**config.mk**
```make
export PLATFORM = sky130hd
export DESIGN_NAME = vga_sync_gen
export DESIGN_NICKNAME = d
export VERILOG_FILES = /design/src/rtl/vga_sync_gen.sv
export SDC_FILE = /design/constraint.sdc
export NUM_CORES = 1
export LEC_CHECK = 0
export BUFFER_PORTS_ARGS = -buffer_cell sky130_fd_sc_hd__buf_2
export CORE_ASPECT_RATIO = 1.25
export CORE_MARGIN = 2
export CORE_UTILIZATION = 57
export DETAILED_ROUTE_END_ITERATION = 10
export GPL_ROUTABILITY_DRIVEN = 0
export PLACE_DENSITY = 0.82
export SLEW_MARGIN = 20
export SYNTH_ARGS = -nofsm -noshare
export SYNTH_HDL_FRONTEND = slang
export SYNTH_SLANG_ARGS = --single-unit
```
**constraint.sdc**
```tcl
create_clock -name CLK -period 6.4 [get_ports CLK]
set_input_delay 0.64 -clock CLK [delete_from_list [all_inputs] [get_ports CLK]]
set_output_delay 0.64 -clock CLK [all_outputs]
set_load 0.01 [all_outputs]
```
**src/rtl/vga_sync_gen.sv**
```systemverilog
// -----------------------------------------------------------------------------
// vga_sync_gen
//
// Purpose:
//   VGA timing generator. A clock divider turns the system clock into a pixel
//   strobe (PIXEL_TICK). On each strobe a horizontal counter advances. When the
//   horizontal counter wraps, the vertical counter advances. Sync and
//   visible-region flags are decoded from the next counter values and stored in
//   flops. As a result they change on the same edge as PIXEL_X/PIXEL_Y, and
//   every output comes straight from a register.
//
// Optional feature:
//   VGA_SYNC_FRAME_PULSE_EN - when defined, adds output FRAME_START. It is a
//   one-CLK pulse that coincides with the PIXEL_TICK of the last pixel of a
//   frame (X=H_TOT-1, Y=V_TOT-1). When the macro is undefined, the port and its
//   logic do not exist.
//
// Ports:
//   CLK          in   system clock, all state on rising edge
//   RESET_N      in   asynchronous active-low reset
//   HSYNC        out  horizontal sync, active low
//   VSYNC        out  vertical sync, active low
//   H_ON         out  horizontal position inside visible region
//   V_ON         out  vertical position inside visible region
//   PIXEL_X      out  horizontal count 0..H_TOT-1
//   PIXEL_Y      out  vertical count 0..V_TOT-1
//   PIXEL_TICK   out  one-CLK strobe, high in the last divider cycle of a pixel
//   FRAME_START  out  (VGA_SYNC_FRAME_PULSE_EN only) end-of-frame strobe
// -----------------------------------------------------------------------------
module vga_sync_gen #(
    parameter int CLK_DIV = 4,
    parameter int H_VIS   = 640,
    parameter int H_FP    = 16,
    parameter int H_SW    = 96,
    parameter int H_BP    = 48,
    parameter int V_VIS   = 480,
    parameter int V_FP    = 10,
    parameter int V_SW    = 2,
    parameter int V_BP    = 33
) (
    input  logic       CLK,
    input  logic       RESET_N,
    output logic       HSYNC,
    output logic       VSYNC,
    output logic       H_ON,
    output logic       V_ON,
    output logic [9:0] PIXEL_X,
    output logic [9:0] PIXEL_Y,
    output logic       PIXEL_TICK
`ifdef VGA_SYNC_FRAME_PULSE_EN
    ,
    output logic       FRAME_START
`endif
);

    localparam int H_TOT = H_VIS + H_FP + H_SW + H_BP;
    localparam int V_TOT = V_VIS + V_FP + V_SW + V_BP;
    localparam int DIV_W = (CLK_DIV > 2) ? $clog2(CLK_DIV) : 1;

    localparam logic [DIV_W-1:0] DIV_LAST = DIV_W'(CLK_DIV - 1);
    localparam logic [9:0] H_LAST   = 10'(H_TOT - 1);
    localparam logic [9:0] V_LAST   = 10'(V_TOT - 1);
    localparam logic [9:0] H_VIS_C  = 10'(H_VIS);
    localparam logic [9:0] V_VIS_C  = 10'(V_VIS);
    localparam logic [9:0] HS_START = 10'(H_VIS + H_FP);
    localparam logic [9:0] HS_END   = 10'(H_VIS + H_FP + H_SW);
    localparam logic [9:0] VS_START = 10'(V_VIS + V_FP);
    localparam logic [9:0] VS_END   = 10'(V_VIS + V_FP + V_SW);

    logic [DIV_W-1:0] div_reg, div_next;
    logic [9:0]       x_reg, x_next;
    logic [9:0]       y_reg, y_next;
    logic             tick_reg, tick_next;
    logic             hsync_reg, hsync_next;
    logic             vsync_reg, vsync_next;
    logic             h_on_reg, h_on_next;
    logic             v_on_reg, v_on_next;

    always_comb begin
        div_next  = (div_reg == DIV_LAST) ? '0 : div_reg + 1'b1;
        // The strobe is registered. It is computed from the divider's next
        // value, so it is high exactly while div_reg == DIV_LAST.
        tick_next = (div_next == DIV_LAST);

        x_next = x_reg;
        y_next = y_reg;
        if (tick_reg) begin
            if (x_reg == H_LAST) begin
                x_next = '0;
                y_next = (y_reg == V_LAST) ? '0 : y_reg + 1'b1;
            end else begin
                x_next = x_reg + 1'b1;
            end
        end

        // Decoding from the next counter values keeps the flags aligned with
        // PIXEL_X/PIXEL_Y, and it does so without a combinational output path.
        h_on_next  = (x_next < H_VIS_C);
        v_on_next  = (y_next < V_VIS_C);
        hsync_next = !((x_next >= HS_START) && (x_next < HS_END));
        vsync_next = !((y_next >= VS_START) && (y_next < VS_END));
    end

    always_ff @(posedge CLK or negedge RESET_N) begin
        if (!RESET_N) begin
            div_reg   <= '0;
            x_reg     <= '0;
            y_reg     <= '0;
            tick_reg  <= 1'b0;
            hsync_reg <= 1'b1;
            vsync_reg <= 1'b1;
            h_on_reg  <= 1'b1;
            v_on_reg  <= 1'b1;
        end else begin
            div_reg   <= div_next;
            x_reg     <= x_next;
            y_reg     <= y_next;
            tick_reg  <= tick_next;
            hsync_reg <= hsync_next;
            vsync_reg <= vsync_next;
            h_on_reg  <= h_on_next;
            v_on_reg  <= v_on_next;
        end
    end

    assign PIXEL_X    = x_reg;
    assign PIXEL_Y    = y_reg;
    assign PIXEL_TICK = tick_reg;
    assign HSYNC      = hsync_reg;
    assign VSYNC      = vsync_reg;
    assign H_ON       = h_on_reg;
    assign V_ON       = v_on_reg;

`ifdef VGA_SYNC_FRAME_PULSE_EN
    logic frame_reg, frame_next;

    // Ticks are never back to back (CLK_DIV >= 2). In the cycle where
    // tick_next is high, x_next/y_next therefore equal the pixel whose tick
    // is being announced.
    always_comb begin
        frame_next = tick_next && (x_next == H_LAST) && (y_next == V_LAST);
    end

    always_ff @(posedge CLK or negedge RESET_N) begin
        if (!RESET_N) begin
            frame_reg <= 1'b0;
        end else begin
            frame_reg <= frame_next;
        end
    end

    assign FRAME_START = frame_reg;
`endif

endmodule

```
==> metrics.txt, run 1 <==
# TYPE chip_impl_metric gauge
chip_impl_info{name="status",value="complete, no violations"} 1
chip_impl_metric{name="leakage",unit="nW"} 0.786
chip_impl_metric{name="rows",unit=""} 19
chip_impl_metric{name="finalHoldViolations",unit=""} 0
chip_impl_metric{name="first_pass_drt_iterations",unit=""} 4
chip_impl_metric{name="cts_repair_resize_count",unit=""} 0
chip_impl_metric{name="worstPathArrival",unit="ps"} 3150
chip_impl_metric{name="totalPowerFinal",unit="mW"} 0.246
chip_impl_metric{name="global_route.usage.total",unit=""} 0.208
chip_impl_metric{name="synthesis.area",unit="sq um"} 1360
chip_impl_metric{name="syn-num-nets",unit=""} 129
chip_impl_metric{name="wire_length_of_the_first_global_routing_pass",unit="um"} 4130
chip_impl_metric{name="crit_required",unit="ps"} 6650
chip_impl_metric{name="ratio_of_routed_vias_to_standard_cells",unit=""} 5.53
chip_impl_metric{name="clkSlewWorstSetupHoldPaths",unit="ps"} 140
chip_impl_metric{name="finalWirelength",unit="um"} 2510
chip_impl_metric{name="post_cts_buffers",unit=""} 0
chip_impl_info{name="layout.cells.most_common",value="sky130_fd_sc_hd__buf_2"} 1
chip_impl_metric{name="power.switching_fraction",unit=""} 0.211
chip_impl_metric{name="preCtsSetupSlack",unit="ps"} 3550
chip_impl_metric{name="tightest_slew",unit="ps"} 985
chip_impl_info{name="timing.hold.worst.class",value="input pin to asynchronous set/reset pin"} 1
chip_impl_info{name="cts_tree",value="yes"} 1
chip_impl_metric{name="clock_power_share",unit=""} 0.294
chip_impl_metric{name="insertedDiodeCount",unit=""} 0
chip_impl_metric{name="cts_hold_buffers",unit=""} 0
chip_impl_metric{name="post_dp_hpwl",unit="um"} 1820
chip_impl_metric{name="floorplan.die.width",unit="um"} 47.8
chip_impl_metric{name="pin_count",unit=""} 27
chip_impl_metric{name="share_of_final_layout_standard_cells_stronger_than_drive_strength_1",unit=""} 0.315
chip_impl_metric{name="highest_ir_drop_seen_on_vdd",unit="mV"} 0.153
chip_impl_metric{name="p_comb_frac",unit=""} 0.013
chip_impl_metric{name="antenna_left",unit=""} 0
chip_impl_metric{name="power.density_cell_area",unit="nW/um^2"} 160
chip_impl_metric{name="grt_overflow",unit=""} 0
chip_impl_metric{name="nNetsFinal",unit=""} 157
chip_impl_metric{name="clock_skew",unit="ps"} 8.26
chip_impl_metric{name="clock_path_buffers",unit=""} 2
chip_impl_metric{name="final.period_utilization",unit=""} 0.452
chip_impl_metric{name="timing.slew.headroom",unit=""} 0.340
chip_impl_metric{name="slew_viol_final",unit=""} 0
chip_impl_metric{name="post_dp_cell_area",unit="sq um"} 1510
chip_impl_metric{name="internal_power",unit="mW"} 0.194
chip_impl_metric{name="area_growth_syn_to_layout",unit="%"} 12.7
chip_impl_metric{name="vias",unit=""} 996
chip_impl_metric{name="detail_route.drc_violations",unit=""} 0
chip_impl_metric{name="final.setup.tns",unit="ps"} 0
chip_impl_info{name="critical_path_class",value="flop to flop"} 1
chip_impl_metric{name="stdcell_area",unit="sq um"} 1540
chip_impl_metric{name="filler_cell_count",unit=""} 188
chip_impl_metric{name="max_cap_viol_count",unit=""} 0
chip_impl_metric{name="routed_wire_length_per_instance",unit="um"} 14.0
chip_impl_metric{name="io_buffer_count",unit=""} 26
chip_impl_metric{name="first_global_vias",unit=""} 924
chip_impl_metric{name="synth_warnings",unit=""} 0
chip_impl_metric{name="cts-htree-levels",unit=""} 1
chip_impl_metric{name="power.sequential.fraction",unit=""} 0.693
chip_impl_metric{name="synthesis.instances",unit=""} 122
chip_impl_info{name="setup_repair_after_global_routing_missed_its_margin",value="no"} 1
chip_impl_metric{name="setup_slack",unit="ps"} 3510
chip_impl_metric{name="clock-sinks",unit=""} 27
chip_impl_info{name="layout_common_cells",value="26 x sky130_fd_sc_hd__buf_2, 23 x sky130_fd_sc_hd__dfrtp_1, 10 x sky130_fd_sc_hd__nand2_1, 10 x sky130_fd_sc_hd__nor2_1, 9 x sky130_fd_sc_hd__nand4_1"} 1
chip_impl_metric{name="vertical_die_dimension",unit="um"} 58.7
chip_impl_metric{name="power_switching",unit="mW"} 0.0519
chip_impl_metric{name="worst_skew_pair.late_latency",unit="ps"} 320
chip_impl_metric{name="final_setup_violation_count",unit=""} 0
chip_impl_metric{name="drt_iter0_markers",unit=""} 28
chip_impl_info{name="clock-root-buffer",value="sky130_fd_sc_hd__clkbuf_4"} 1
chip_impl_metric{name="synth_cell_type_count",unit=""} 38
chip_impl_metric{name="finalCriticalPeriod",unit="ps"} 2890
chip_impl_metric{name="synth.ff_latch_count",unit=""} 27
chip_impl_metric{name="cts_buffers",unit=""} 3
chip_impl_metric{name="seq_area_frac_synth",unit=""} 0.499
chip_impl_metric{name="full_die_area",unit="sq um"} 2800
chip_impl_metric{name="achievable_freq",unit="GHz"} 0.346
chip_impl_metric{name="initial_antenna_violation_count",unit=""} 0
chip_impl_metric{name="placeableCoreArea",unit="sq um"} 2230
chip_impl_metric{name="initial_core_util",unit=""} 0.610
chip_impl_metric{name="grt_start_max_net_pins",unit=""} 28
chip_impl_info{name="start_kind",value="flop"} 1
chip_impl_metric{name="synthesis.area_per_instance",unit="sq um"} 11.2
chip_impl_metric{name="final_core_utilization",unit=""} 0.688
chip_impl_info{name="critPathCaptureType",value="flop"} 1
chip_impl_metric{name="timing.critical_path.fanout_max",unit=""} 20
[cells in the mapped netlist, drive strengths merged]
master,n,area (sq um)
mux2,1,11.3
or2b,1,8.76
nand4,10,77.6
a211o,1,8.76
dfrtp,23,576
mux2i,1,10.0
nand2b,1,6.26
and3,4,26.3
dfstp,4,105
and2,1,6.26
nand3,7,47.6
nor4b,1,23.8
and4bb,1,12.5
nor3,3,20.0
nor2,10,37.5
nor2b,2,12.5
a21oi,2,10.0
nor4,2,12.5
nand2,11,48.8
o311a,1,11.3
o31ai,1,7.51
o21ai,3,15.0
xnor2,9,93.8
a31oi,3,18.8
xor2,3,26.3
and4,1,10.0
inv,5,18.8
or4,2,15.0
ha,5,62.6
buf,3,23.8
[through the flow]
stage,hold WS [ps],cells
2_1_floorplan,344,122
3_3_place_gp,434,176
3_5_place_dp,451,176
4_1_cts,303,180
5_1_grt,320,180
6_report,288,180
[layer usage]
metal  global-route usage  wire length [um]
met1                0.296              1090
met2                0.316              1240
met3               0.0368               145
met4               0.0734                39
met5                    0                 0
[path summary, 6_finish.rpt]
path / depth (start not counted) / endpoint / slack (ps) / from
worst max-delay path: 7 / VSYNC$_DFF_PN1_ / 3510 / PIXEL_X[0]$_DFF_PN0_
worst min-delay path: 1 / PIXEL_X[7]$_DFF_PN0_ / 290 / RESET_N
worst max register to register: 7 / VSYNC$_DFF_PN1_ / 3510 / PIXEL_X[0]$_DFF_PN0_
worst min register to register: 1 / div_reg[0]$_DFF_PN0_ / 460 / div_reg[0]$_DFF_PN0_
max in group asynchronous: 1 / PIXEL_X[1]$_DFF_PN0_ / 5730 / RESET_N
min in group CLK: 1 / div_reg[0]$_DFF_PN0_ / 460 / div_reg[0]$_DFF_PN0_
[power by group through the flow]
stage	registers [mW]	clock network, mW	logic [mW]
2_1_floorplan	0.174	0	0.000000312
3_3_place_gp	0.174	0	0.00342
3_5_place_dp	0.174	0	0.00359
4_1_cts	0.171	0.0745	0.00356
5_1_grt	0.171	0.0814	0.00399
6_report	0.171	0.0723	0.00325
[area by class of cell]
cell class	instances	area, sq um	area share
Clock buffer	3	22.5	0.0147
Clock inverter	1	5.00	0.00326
Inverter	5	18.8	0.0122
Multi-Input combinational cell	87	641	0.417
Sequential cell	27	681	0.443
Tap cell	31	38.8	0.0252
Timing Repair Buffer	26	130	0.0847
[worst max-delay path: stages, from the launching register on]
cell,delay [ps]
sky130_fd_sc_hd__dfrtp_1,450
sky130_fd_sc_hd__ha_1,240
sky130_fd_sc_hd__nand2_4,90
sky130_fd_sc_hd__nor4b_4,890
sky130_fd_sc_hd__nand4_1,210
sky130_fd_sc_hd__mux2_2,290
sky130_fd_sc_hd__nand4_1,120
sky130_fd_sc_hd__or4_1,540
[cell families (layout without fill, tap and decap cells)]
family | Yosys count | in the layout | share of synthesized area
flops | 27 | 27 | 0.499
simple gates | 57 | 57 | 0.268
fa+ha+maj | 5 | 5 | 0.0459
xor+xnor | 12 | 12 | 0.0881
compound gates | 11 | 11 | 0.0523
mux | 2 | 2 | 0.0156
buf+inv | 8 | 35 | 0.0312
Note: power is estimated with default switching activity, not from simulation.
==> inputs of run 2 (changes only) <==
--- a/config.mk
+++ b/config.mk
@@ -8,10 +8,10 @@
 export BUFFER_PORTS_ARGS = -buffer_cell sky130_fd_sc_hd__buf_2
 export CORE_ASPECT_RATIO = 1.25
 export CORE_MARGIN = 2
-export CORE_UTILIZATION = 57
+export CORE_UTILIZATION = 53
 export DETAILED_ROUTE_END_ITERATION = 10
 export GPL_ROUTABILITY_DRIVEN = 0
-export PLACE_DENSITY = 0.82
+export PLACE_DENSITY = 0.77
 export SLEW_MARGIN = 20
 export SYNTH_ARGS = -nofsm -noshare
 export SYNTH_HDL_FRONTEND = slang
==> constraint.sdc (replaced) <==
create_clock -name CLK -period 2.93 [get_ports CLK]
set_input_delay 0.293 -clock CLK [delete_from_list [all_inputs] [get_ports CLK]]
set_output_delay 0.293 -clock CLK [all_outputs]
set_load 0.01 [all_outputs]
==> run 2 against run 1 <==
Final cell count up 2.2%. Hold slack improved by 180 ps. Design area increased by 1.3%. Core utilization fell by 4.6 points. First-iteration DRC count up 3.6%. Largest power group unchanged. Non-clock buffer count increased by 2. Sequential power up 120%.
==> metrics.txt, run 2 (same netlist as run 1, synthesis figures left out) <==
# TYPE chip_impl_metric gauge
chip_impl_metric{name="post_dp_hpwl",unit="um"} 1880
chip_impl_info{name="setup_repair_after_global_routing_missed_its_margin",value="no"} 1
chip_impl_info{name="path_delay_family",value="simple AND/OR/NAND/NOR gates"} 1
chip_impl_info{name="critPathCaptureType",value="flop"} 1
chip_impl_info{name="timing.hold.worst.class",value="flop to flop"} 1
chip_impl_metric{name="cts-htree-levels",unit=""} 1
chip_impl_metric{name="vertical_die_dimension",unit="um"} 60.7
chip_impl_metric{name="finalWirelength",unit="um"} 2500
chip_impl_info{name="layout_common_cells",value="26 x sky130_fd_sc_hd__buf_2, 23 x sky130_fd_sc_hd__dfrtp_1, 10 x sky130_fd_sc_hd__nand2_1, 10 x sky130_fd_sc_hd__nor2_1, 9 x sky130_fd_sc_hd__nand4_1"} 1
chip_impl_metric{name="grt_overflow",unit=""} 0
chip_impl_metric{name="clock-sinks",unit=""} 27
chip_impl_metric{name="ratio_of_routed_vias_to_standard_cells",unit=""} 5.42
chip_impl_info{name="clock-root-buffer",value="sky130_fd_sc_hd__clkbuf_4"} 1
chip_impl_metric{name="fin_cells",unit=""} 184
chip_impl_info{name="hold_path_end",value="div_reg[0]$_DFF_PN0_"} 1
chip_impl_metric{name="global_route.usage.total",unit=""} 0.185
chip_impl_metric{name="dpl.cell_count",unit=""} 179
chip_impl_metric{name="first_global_vias",unit=""} 943
chip_impl_metric{name="power.density_cell_area",unit="nW/um^2"} 345
chip_impl_metric{name="pin_count",unit=""} 27
chip_impl_metric{name="power.sequential.fraction",unit=""} 0.694
chip_impl_metric{name="crit_required",unit="ps"} 3180
chip_impl_metric{name="first_pass_drt_iterations",unit=""} 4
chip_impl_metric{name="p_comb_frac",unit=""} 0.015
chip_impl_metric{name="rr_worst_depth",unit=""} 8
chip_impl_metric{name="regToRegSetupSlack",unit="ps"} 540
chip_impl_metric{name="totalPowerFinal",unit="mW"} 0.538
chip_impl_metric{name="detail_route.drc_violations",unit=""} 0
chip_impl_metric{name="final_setup_violation_count",unit=""} 0
chip_impl_info{name="critical_path.reg2reg.startpoint",value="PIXEL_X[0]$_DFF_PN0_"} 1
chip_impl_metric{name="achievable_freq",unit="GHz"} 0.419
chip_impl_metric{name="clock_path_buffers",unit=""} 2
chip_impl_info{name="layout.cells.most_common",value="sky130_fd_sc_hd__buf_2"} 1
chip_impl_metric{name="finalHoldViolations",unit=""} 0
chip_impl_metric{name="filler_cell_count",unit=""} 210
chip_impl_info{name="critical_path_class",value="flop to flop"} 1
chip_impl_metric{name="timing.slew.headroom",unit=""} 0.611
chip_impl_metric{name="timing.critical_path.fanout_max",unit=""} 16
chip_impl_info{name="timing.critical_path.cells",value="ha_1, nand2_4, nor4b_4, buf_4, a21oi_1, a31oi_1, nand4_1, or4_1"} 1
chip_impl_metric{name="worst_skew_pair.late_latency",unit="ps"} 330
chip_impl_info{name="worst_hold_startpoint",value="div_reg[0]$_DFF_PN0_"} 1
chip_impl_metric{name="drt_iter0_markers",unit=""} 29
chip_impl_metric{name="hold_path_cell_cnt",unit=""} 1
chip_impl_metric{name="final.setup.tns",unit="ps"} 0
chip_impl_metric{name="cp_slowest_stage_delay",unit="ps"} 470
chip_impl_metric{name="floorplan.die.width",unit="um"} 49.4
chip_impl_metric{name="routed_wire_length_per_instance",unit="um"} 13.6
chip_impl_metric{name="wire_length_of_the_first_global_routing_pass",unit="um"} 4170
chip_impl_metric{name="share_of_final_layout_standard_cells_stronger_than_drive_strength_1",unit=""} 0.318
chip_impl_info{name="critical-path-slowest-cell",value="sky130_fd_sc_hd__nor4b_4"} 1
chip_impl_metric{name="clkSlewWorstSetupHoldPaths",unit="ps"} 140
chip_impl_metric{name="final.period_utilization",unit=""} 0.814
chip_impl_metric{name="post_cts_buffers",unit=""} 0
chip_impl_metric{name="power.switching_fraction",unit=""} 0.208
chip_impl_metric{name="leakage",unit="nW"} 0.795
chip_impl_metric{name="nNetsFinal",unit=""} 159
chip_impl_metric{name="cts_buffers",unit=""} 3
chip_impl_metric{name="cts_repair_resize_count",unit=""} 0
chip_impl_metric{name="internal_power",unit="mW"} 0.426
chip_impl_metric{name="full_die_area",unit="sq um"} 3000
chip_impl_metric{name="io_buffer_count",unit=""} 26
chip_impl_metric{name="cts_hold_buffers",unit=""} 1
chip_impl_metric{name="highest_ir_drop_seen_on_vdd",unit="mV"} 0.330
chip_impl_metric{name="rows",unit=""} 20
chip_impl_metric{name="vias",unit=""} 997
chip_impl_info{name="cts_tree",value="yes"} 1
chip_impl_metric{name="clock_power_share",unit=""} 0.291
chip_impl_metric{name="slew_viol_final",unit=""} 0
chip_impl_info{name="status",value="complete, no violations"} 1
chip_impl_metric{name="power_switching",unit="mW"} 0.112
chip_impl_metric{name="max_cap_viol_count",unit=""} 0
chip_impl_info{name="start_kind",value="flop"} 1
chip_impl_metric{name="tightest_slew",unit="ps"} 583
chip_impl_metric{name="area_growth_syn_to_layout",unit="%"} 14.1
chip_impl_metric{name="placeableCoreArea",unit="sq um"} 2430
chip_impl_info{name="worst_r2r_endpoint",value="VSYNC$_DFF_PN1_"} 1
chip_impl_metric{name="finalCriticalPeriod",unit="ps"} 2390
chip_impl_metric{name="critPathBufInv",unit=""} 1
chip_impl_metric{name="grt_start_max_net_pins",unit=""} 28
chip_impl_metric{name="initial_core_util",unit=""} 0.562
chip_impl_metric{name="worstPathArrival",unit="ps"} 2640
chip_impl_metric{name="clock_skew",unit="ps"} 10.6
chip_impl_metric{name="initial_antenna_violation_count",unit=""} 0
chip_impl_metric{name="antenna_left",unit=""} 0
chip_impl_metric{name="insertedDiodeCount",unit=""} 0
-- run 2: cell types whose count changed in the layout (fill, tap and decap cells not counted), sizes merged --
cell         before  now
buf              26   27
dlygate4sd3       0    1
-- run 2: worst max-delay path by stage --
stage,start,end,depth (start not counted)
2_1_floorplan,PIXEL_X[0]$_DFF_PN0_,VSYNC$_DFF_PN1_,8
3_3_place_gp,PIXEL_X[0]$_DFF_PN0_,VSYNC$_DFF_PN1_,7
3_5_place_dp,PIXEL_X[0]$_DFF_PN0_,VSYNC$_DFF_PN1_,8
4_1_cts,PIXEL_X[0]$_DFF_PN0_,VSYNC$_DFF_PN1_,7
5_1_grt,PIXEL_X[0]$_DFF_PN0_,VSYNC$_DFF_PN1_,8
6_report,PIXEL_X[0]$_DFF_PN0_,VSYNC$_DFF_PN1_,8
-- run 2: cell type report --
cell class                 instances  area (sq um)  share of cell area
sequential                        27           681               0.437
multi-input combinational         87           641               0.412
timing repair buffer              28           148              0.0949
clock buffer                       3          22.5              0.0145
tap                               33          41.3              0.0265
clock inverter                     1          5.00             0.00322
inverter                           5          18.8              0.0121
-- run 2: power by group through the flow --
stage	logic, mW	clock network, mW	registers [mW]
3_5_place_dp	0.00779	0	0.380
3_3_place_gp	0.00769	0	0.380
2_1_floorplan	0.000000312	0	0.380
5_1_grt	0.0101	0.181	0.373
4_1_cts	0.00876	0.165	0.373
6_report	0.00818	0.156	0.373
-- run 2: per-layer routing --
layer | wire length, um | vias to the layer above | track usage
met4 | 31 | 0 | 0.0873
met1 | 1050 | 472 | 0.222
li1 | - | 493 | -
met5 | 0 | - | 0
met3 | 112 | 2 | 0.0222
met2 | 1310 | 30 | 0.338
-- run 2: worst register-to-register path, cell delays in order, from the launching register on --
cell and delay [ps]:
sky130_fd_sc_hd__dfrtp_1 440, sky130_fd_sc_hd__ha_1 230, sky130_fd_sc_hd__nand2_4 90, sky130_fd_sc_hd__nor4b_4 470, sky130_fd_sc_hd__buf_4 290, sky130_fd_sc_hd__a21oi_1 80, sky130_fd_sc_hd__a31oi_1 200, sky130_fd_sc_hd__nand4_1 110
sky130_fd_sc_hd__or4_1 400
-- run 2: metrics by stage --
step / cell area, sq um / utilization / hold WS [ps] / worst slack, ps
floorplan: 1360 / - / -2.59 / 764
global placement: 1520 / 0.626 / 322 / 650
detailed placement: 1520 / 0.626 / 326 / 568
CTS: 1560 / 0.641 / 467 / 551
global route: 1560 / 0.641 / 503 / 386
finish: 1560 / 0.641 / 463 / 545
==> inputs of run 3 (changes only) <==
--- a/config.mk
+++ b/config.mk
@@ -5,13 +5,14 @@
 export SDC_FILE = /design/constraint.sdc
 export NUM_CORES = 1
 export LEC_CHECK = 0
+export ABC_AREA = 1
 export BUFFER_PORTS_ARGS = -buffer_cell sky130_fd_sc_hd__buf_2
 export CORE_ASPECT_RATIO = 1.25
 export CORE_MARGIN = 2
-export CORE_UTILIZATION = 53
+export CORE_UTILIZATION = 55
 export DETAILED_ROUTE_END_ITERATION = 10
 export GPL_ROUTABILITY_DRIVEN = 0
-export PLACE_DENSITY = 0.77
+export PLACE_DENSITY = 0.79
 export SLEW_MARGIN = 20
 export SYNTH_ARGS = -nofsm -noshare
 export SYNTH_HDL_FRONTEND = slang
==> constraint.sdc (replaced) <==
create_clock -name CLK -period 2.3 [get_ports CLK]
set_input_delay 0.23 -clock CLK [delete_from_list [all_inputs] [get_ports CLK]]
set_output_delay 0.23 -clock CLK [all_outputs]
set_load 0.01 [all_outputs]
==> run 3 against run 2 <==
Global-route usage increased by 2.8 points. Largest power group unchanged. Core utilization increased by 0.61 points. Total power increased by 27%. Critical path type unchanged. Sequential cell count unchanged. Die area increased by 7.6%.
==> metrics.txt, run 3 <==
# TYPE chip_impl_metric gauge
chip_impl_metric{name="clock-sinks",unit=""} 27
chip_impl_metric{name="cp_slowest_stage_delay",unit="ps"} 460
chip_impl_metric{name="io_buffer_count",unit=""} 26
chip_impl_metric{name="synth.ff_latch_count",unit=""} 27
chip_impl_metric{name="final_core_utilization",unit=""} 0.647
chip_impl_metric{name="placeableCoreArea",unit="sq um"} 2650
chip_impl_metric{name="dpl.cell_count",unit=""} 250
chip_impl_metric{name="global_route.usage.total",unit=""} 0.213
chip_impl_metric{name="finalHoldViolations",unit=""} 0
chip_impl_metric{name="syn-num-nets",unit=""} 199
chip_impl_metric{name="full_die_area",unit="sq um"} 3230
chip_impl_metric{name="worst_skew_pair.late_latency",unit="ps"} 320
chip_impl_info{name="layout_common_cells",value="41 x sky130_fd_sc_hd__nand2_1, 31 x sky130_fd_sc_hd__inv_1, 26 x sky130_fd_sc_hd__nor2_1, 26 x sky130_fd_sc_hd__buf_2, 23 x sky130_fd_sc_hd__dfrtp_1"} 1
chip_impl_metric{name="initial_core_util",unit=""} 0.577
chip_impl_metric{name="synth_warnings",unit=""} 0
chip_impl_info{name="timing.critical_path.cells",value="ha_1, nand2_2, nor2_8, inv_4, nor2_8, a21oi_1, nor2_1, nand3_1, nor2_1, nand3_1"} 1
chip_impl_info{name="cts_tree",value="yes"} 1
chip_impl_metric{name="tightest_slew",unit="ps"} 572
chip_impl_info{name="yosys.cell_count.top_type",value="sky130_fd_sc_hd__nand2_1"} 1
chip_impl_metric{name="synth_fa_ha_area_frac",unit=""} 0.0408
chip_impl_info{name="cp-startpoint",value="PIXEL_X[0]$_DFF_PN0_"} 1
chip_impl_metric{name="nNetsFinal",unit=""} 229
chip_impl_metric{name="critPathBufInv",unit=""} 1
chip_impl_metric{name="max_cap_viol_count",unit=""} 0
chip_impl_metric{name="synthArstFlopShare",unit=""} 1.00
chip_impl_info{name="synth_top_cell_by_area",value="sky130_fd_sc_hd__dfrtp_1"} 1
chip_impl_metric{name="grt_overflow",unit=""} 0
chip_impl_metric{name="setup_slack",unit="ps"} 459
chip_impl_metric{name="achievable_freq",unit="GHz"} 0.543
chip_impl_info{name="critPathCaptureType",value="flop"} 1
chip_impl_metric{name="rows",unit=""} 21
chip_impl_metric{name="post_synth_xor_area_fraction",unit=""} 0.0229
chip_impl_metric{name="final.setup.tns",unit="ps"} 0
chip_impl_metric{name="clock_skew",unit="ps"} 2.29
chip_impl_info{name="timing.hold.worst.class",value="input pin to asynchronous set/reset pin"} 1
chip_impl_metric{name="antenna_left",unit=""} 0
chip_impl_metric{name="regToRegSetupSlack",unit="ps"} 460
chip_impl_metric{name="insertedDiodeCount",unit=""} 0
chip_impl_metric{name="fin_cells",unit=""} 255
chip_impl_metric{name="leakage",unit="nW"} 0.956
chip_impl_metric{name="yosys.area_share.simple",unit=""} 0.342
chip_impl_metric{name="seq_area_frac_synth",unit=""} 0.444
chip_impl_metric{name="drt_iter0_markers",unit=""} 34
chip_impl_metric{name="synth_cell_type_count",unit=""} 26
chip_impl_info{name="layout.cells.most_common",value="sky130_fd_sc_hd__nand2_1"} 1
chip_impl_metric{name="final_setup_violation_count",unit=""} 0
chip_impl_metric{name="timing.critical_path.fanout_max",unit=""} 14
chip_impl_metric{name="synth_compound_gate_area_share",unit=""} 0.0523
chip_impl_metric{name="routed_wire_length_per_instance",unit="um"} 11.1
chip_impl_metric{name="yosys.area.top_type_share",unit=""} 0.376
chip_impl_metric{name="power.density_cell_area",unit="nW/um^2"} 396
chip_impl_info{name="setup_repair_after_global_routing_missed_its_margin",value="no"} 1
chip_impl_metric{name="initial_antenna_violation_count",unit=""} 0
chip_impl_metric{name="post_dp_hpwl",unit="um"} 2230
chip_impl_info{name="synth_commonest_cells",value="41 x sky130_fd_sc_hd__nand2_1, 31 x sky130_fd_sc_hd__inv_1, 26 x sky130_fd_sc_hd__nor2_1, 23 x sky130_fd_sc_hd__dfrtp_1, 18 x sky130_fd_sc_hd__nand3_1"} 1
chip_impl_metric{name="muxShareOfSynthArea",unit=""} 0
chip_impl_info{name="synth.top_cells.by_area",value="sky130_fd_sc_hd__dfrtp_1 38%, sky130_fd_sc_hd__nand2_1 10%, sky130_fd_sc_hd__inv_1 7.6%"} 1
chip_impl_info{name="critical_path.reg2reg.startpoint",value="PIXEL_X[0]$_DFF_PN0_"} 1
chip_impl_metric{name="cts_buffers",unit=""} 3
chip_impl_info{name="critical_path_class",value="flop to flop"} 1
chip_impl_metric{name="crit_required",unit="ps"} 2560
chip_impl_info{name="path_delay_family",value="simple AND/OR/NAND/NOR gates"} 1
chip_impl_metric{name="synthesis.instances",unit=""} 192
chip_impl_info{name="dominantRegCellSynth",value="sky130_fd_sc_hd__dfrtp_1"} 1
chip_impl_metric{name="wire_length_of_the_first_global_routing_pass",unit="um"} 5280
chip_impl_metric{name="floorplan.die.width",unit="um"} 51.2
chip_impl_info{name="clock-root-buffer",value="sky130_fd_sc_hd__clkbuf_4"} 1
chip_impl_metric{name="area_growth_syn_to_layout",unit="%"} 12.2
chip_impl_metric{name="synthesis.area",unit="sq um"} 1530
chip_impl_metric{name="first_pass_drt_iterations",unit=""} 5
chip_impl_metric{name="finalCriticalPeriod",unit="ps"} 1840
chip_impl_metric{name="synthesis.area_per_instance",unit="sq um"} 7.98
chip_impl_metric{name="first_global_vias",unit=""} 1258
chip_impl_metric{name="synth-edff-count",unit=""} 0
chip_impl_metric{name="detail_route.drc_violations",unit=""} 0
chip_impl_metric{name="cts_repair_resize_count",unit=""} 0
chip_impl_metric{name="pin_count",unit=""} 27
chip_impl_metric{name="preCtsSetupSlack",unit="ps"} 465
chip_impl_metric{name="final.period_utilization",unit=""} 0.800
chip_impl_metric{name="worstPathArrival",unit="ps"} 2100
chip_impl_info{name="status",value="complete, no violations"} 1
chip_impl_info{name="critical-path-slowest-cell",value="sky130_fd_sc_hd__dfrtp_1"} 1
chip_impl_metric{name="vias",unit=""} 1265
chip_impl_info{name="start_kind",value="flop"} 1
chip_impl_metric{name="ratio_of_routed_vias_to_standard_cells",unit=""} 4.96
chip_impl_metric{name="totalPowerFinal",unit="mW"} 0.680
chip_impl_metric{name="vertical_die_dimension",unit="um"} 63.0
chip_impl_metric{name="finalWirelength",unit="um"} 2830
chip_impl_metric{name="cts-htree-levels",unit=""} 1
chip_impl_metric{name="highest_ir_drop_seen_on_vdd",unit="mV"} 0.394
chip_impl_metric{name="clkSlewWorstSetupHoldPaths",unit="ps"} 130
chip_impl_metric{name="slew_viol_final",unit=""} 0
chip_impl_metric{name="share_of_final_layout_standard_cells_stronger_than_drive_strength_1",unit=""} 0.217
chip_impl_metric{name="clock_path_buffers",unit=""} 2
chip_impl_info{name="dominant_combinational_cell_family_by_area_after_synthesis",value="simple AND/OR/NAND/NOR gates"} 1
chip_impl_metric{name="grt_start_max_net_pins",unit=""} 28
chip_impl_metric{name="timing.slew.headroom",unit=""} 0.618
==> run 3: cell count changes in the layout (fill, tap and decap cells not counted), sizes merged, moves of 4 or more <==
cell	change
and3	-4
inv	+28
nand2	+33
nand3	+14
nand4	-5
nor2	+22
o21ai	+4
xnor2	-8
==> run 3: final timing paths <==
check                                        to  cells after the start
hold / removal             PIXEL_Y[2]$_DFF_PN0_                      2
hold reg to reg            div_reg[0]$_DFF_PN0_                      1
setup / recovery                VSYNC$_DFF_PN1_                     10
min in group CLK           div_reg[0]$_DFF_PN0_                      1
setup reg to reg                VSYNC$_DFF_PN1_                     10
max in group asynchronous       VSYNC$_DFF_PN1_                      2
==> run 3: worst reg2reg max path, cell delays in order (launching register included) <==
cell                      delay, ps
sky130_fd_sc_hd__dfrtp_1        460
sky130_fd_sc_hd__ha_1           240
sky130_fd_sc_hd__nand2_2        110
sky130_fd_sc_hd__nor2_8         160
sky130_fd_sc_hd__inv_4           60
sky130_fd_sc_hd__nor2_8         210
sky130_fd_sc_hd__a21oi_1        100
sky130_fd_sc_hd__nor2_1         130
sky130_fd_sc_hd__nand3_1         80
sky130_fd_sc_hd__nor2_1         140
sky130_fd_sc_hd__nand3_1         90
==> run 3: routing by layer <==
metal  wire length [um]  share of wire  track usage
met4                 52          0.018       0.0878
met3                103          0.036       0.0311
met1               1240           0.44        0.265
met5                  0              0            0
met2               1440           0.51        0.362
==> run 3: kinds of logic (layout without fill, tap and decap cells) <==
kind of cell,Yosys count,in the layout
and+or+nand+nor,107,107
buffers and inverters,35,64
DFF,27,27
AOI/OAI and AO/OA,14,14
adders and majority gates,5,5
xor gates and xnor gates,4,4
==> run 3: power breakdown <==
group | switching (mW) | total (mW) | internal (mW)
logic | 0.00860 | 0.0103 | 0.00170
clock network | 0.127 | 0.195 | 0.0680
registers | 0 | 0.475 | 0.475
total | 0.136 | 0.680 | 0.545
==> run 3: final cells by class <==
| class | count | area [sq um] |
|---|---|---|
| Clock buffer | 4 | 26.3 |
| Fill cell | 256 | 936 |
| Inverter | 33 | 126 |
| Multi-Input combinational cell | 130 | 702 |
| Sequential cell | 27 | 681 |
| Tap cell | 34 | 42.5 |
| Timing Repair Buffer | 27 | 140 |
==> run 3: repair_timing <==
item / 4_1_cts / 5_1_grt
setup endpoints to repair: 0 / 0
endpoints found under the hold margin: 23 / 0
hold buffers: 1 / 0
buffers inserted: 0 / 0
==> run 3: through the flow <==
stage | area (sq um) | hold WS [ps]
6_report | 1720 | 417
5_1_grt | 1720 | 475
4_1_cts | 1720 | 437
3_5_place_dp | 1680 | 268
3_3_place_gp | 1680 | 260
2_1_floorplan | 1530 | -65.6
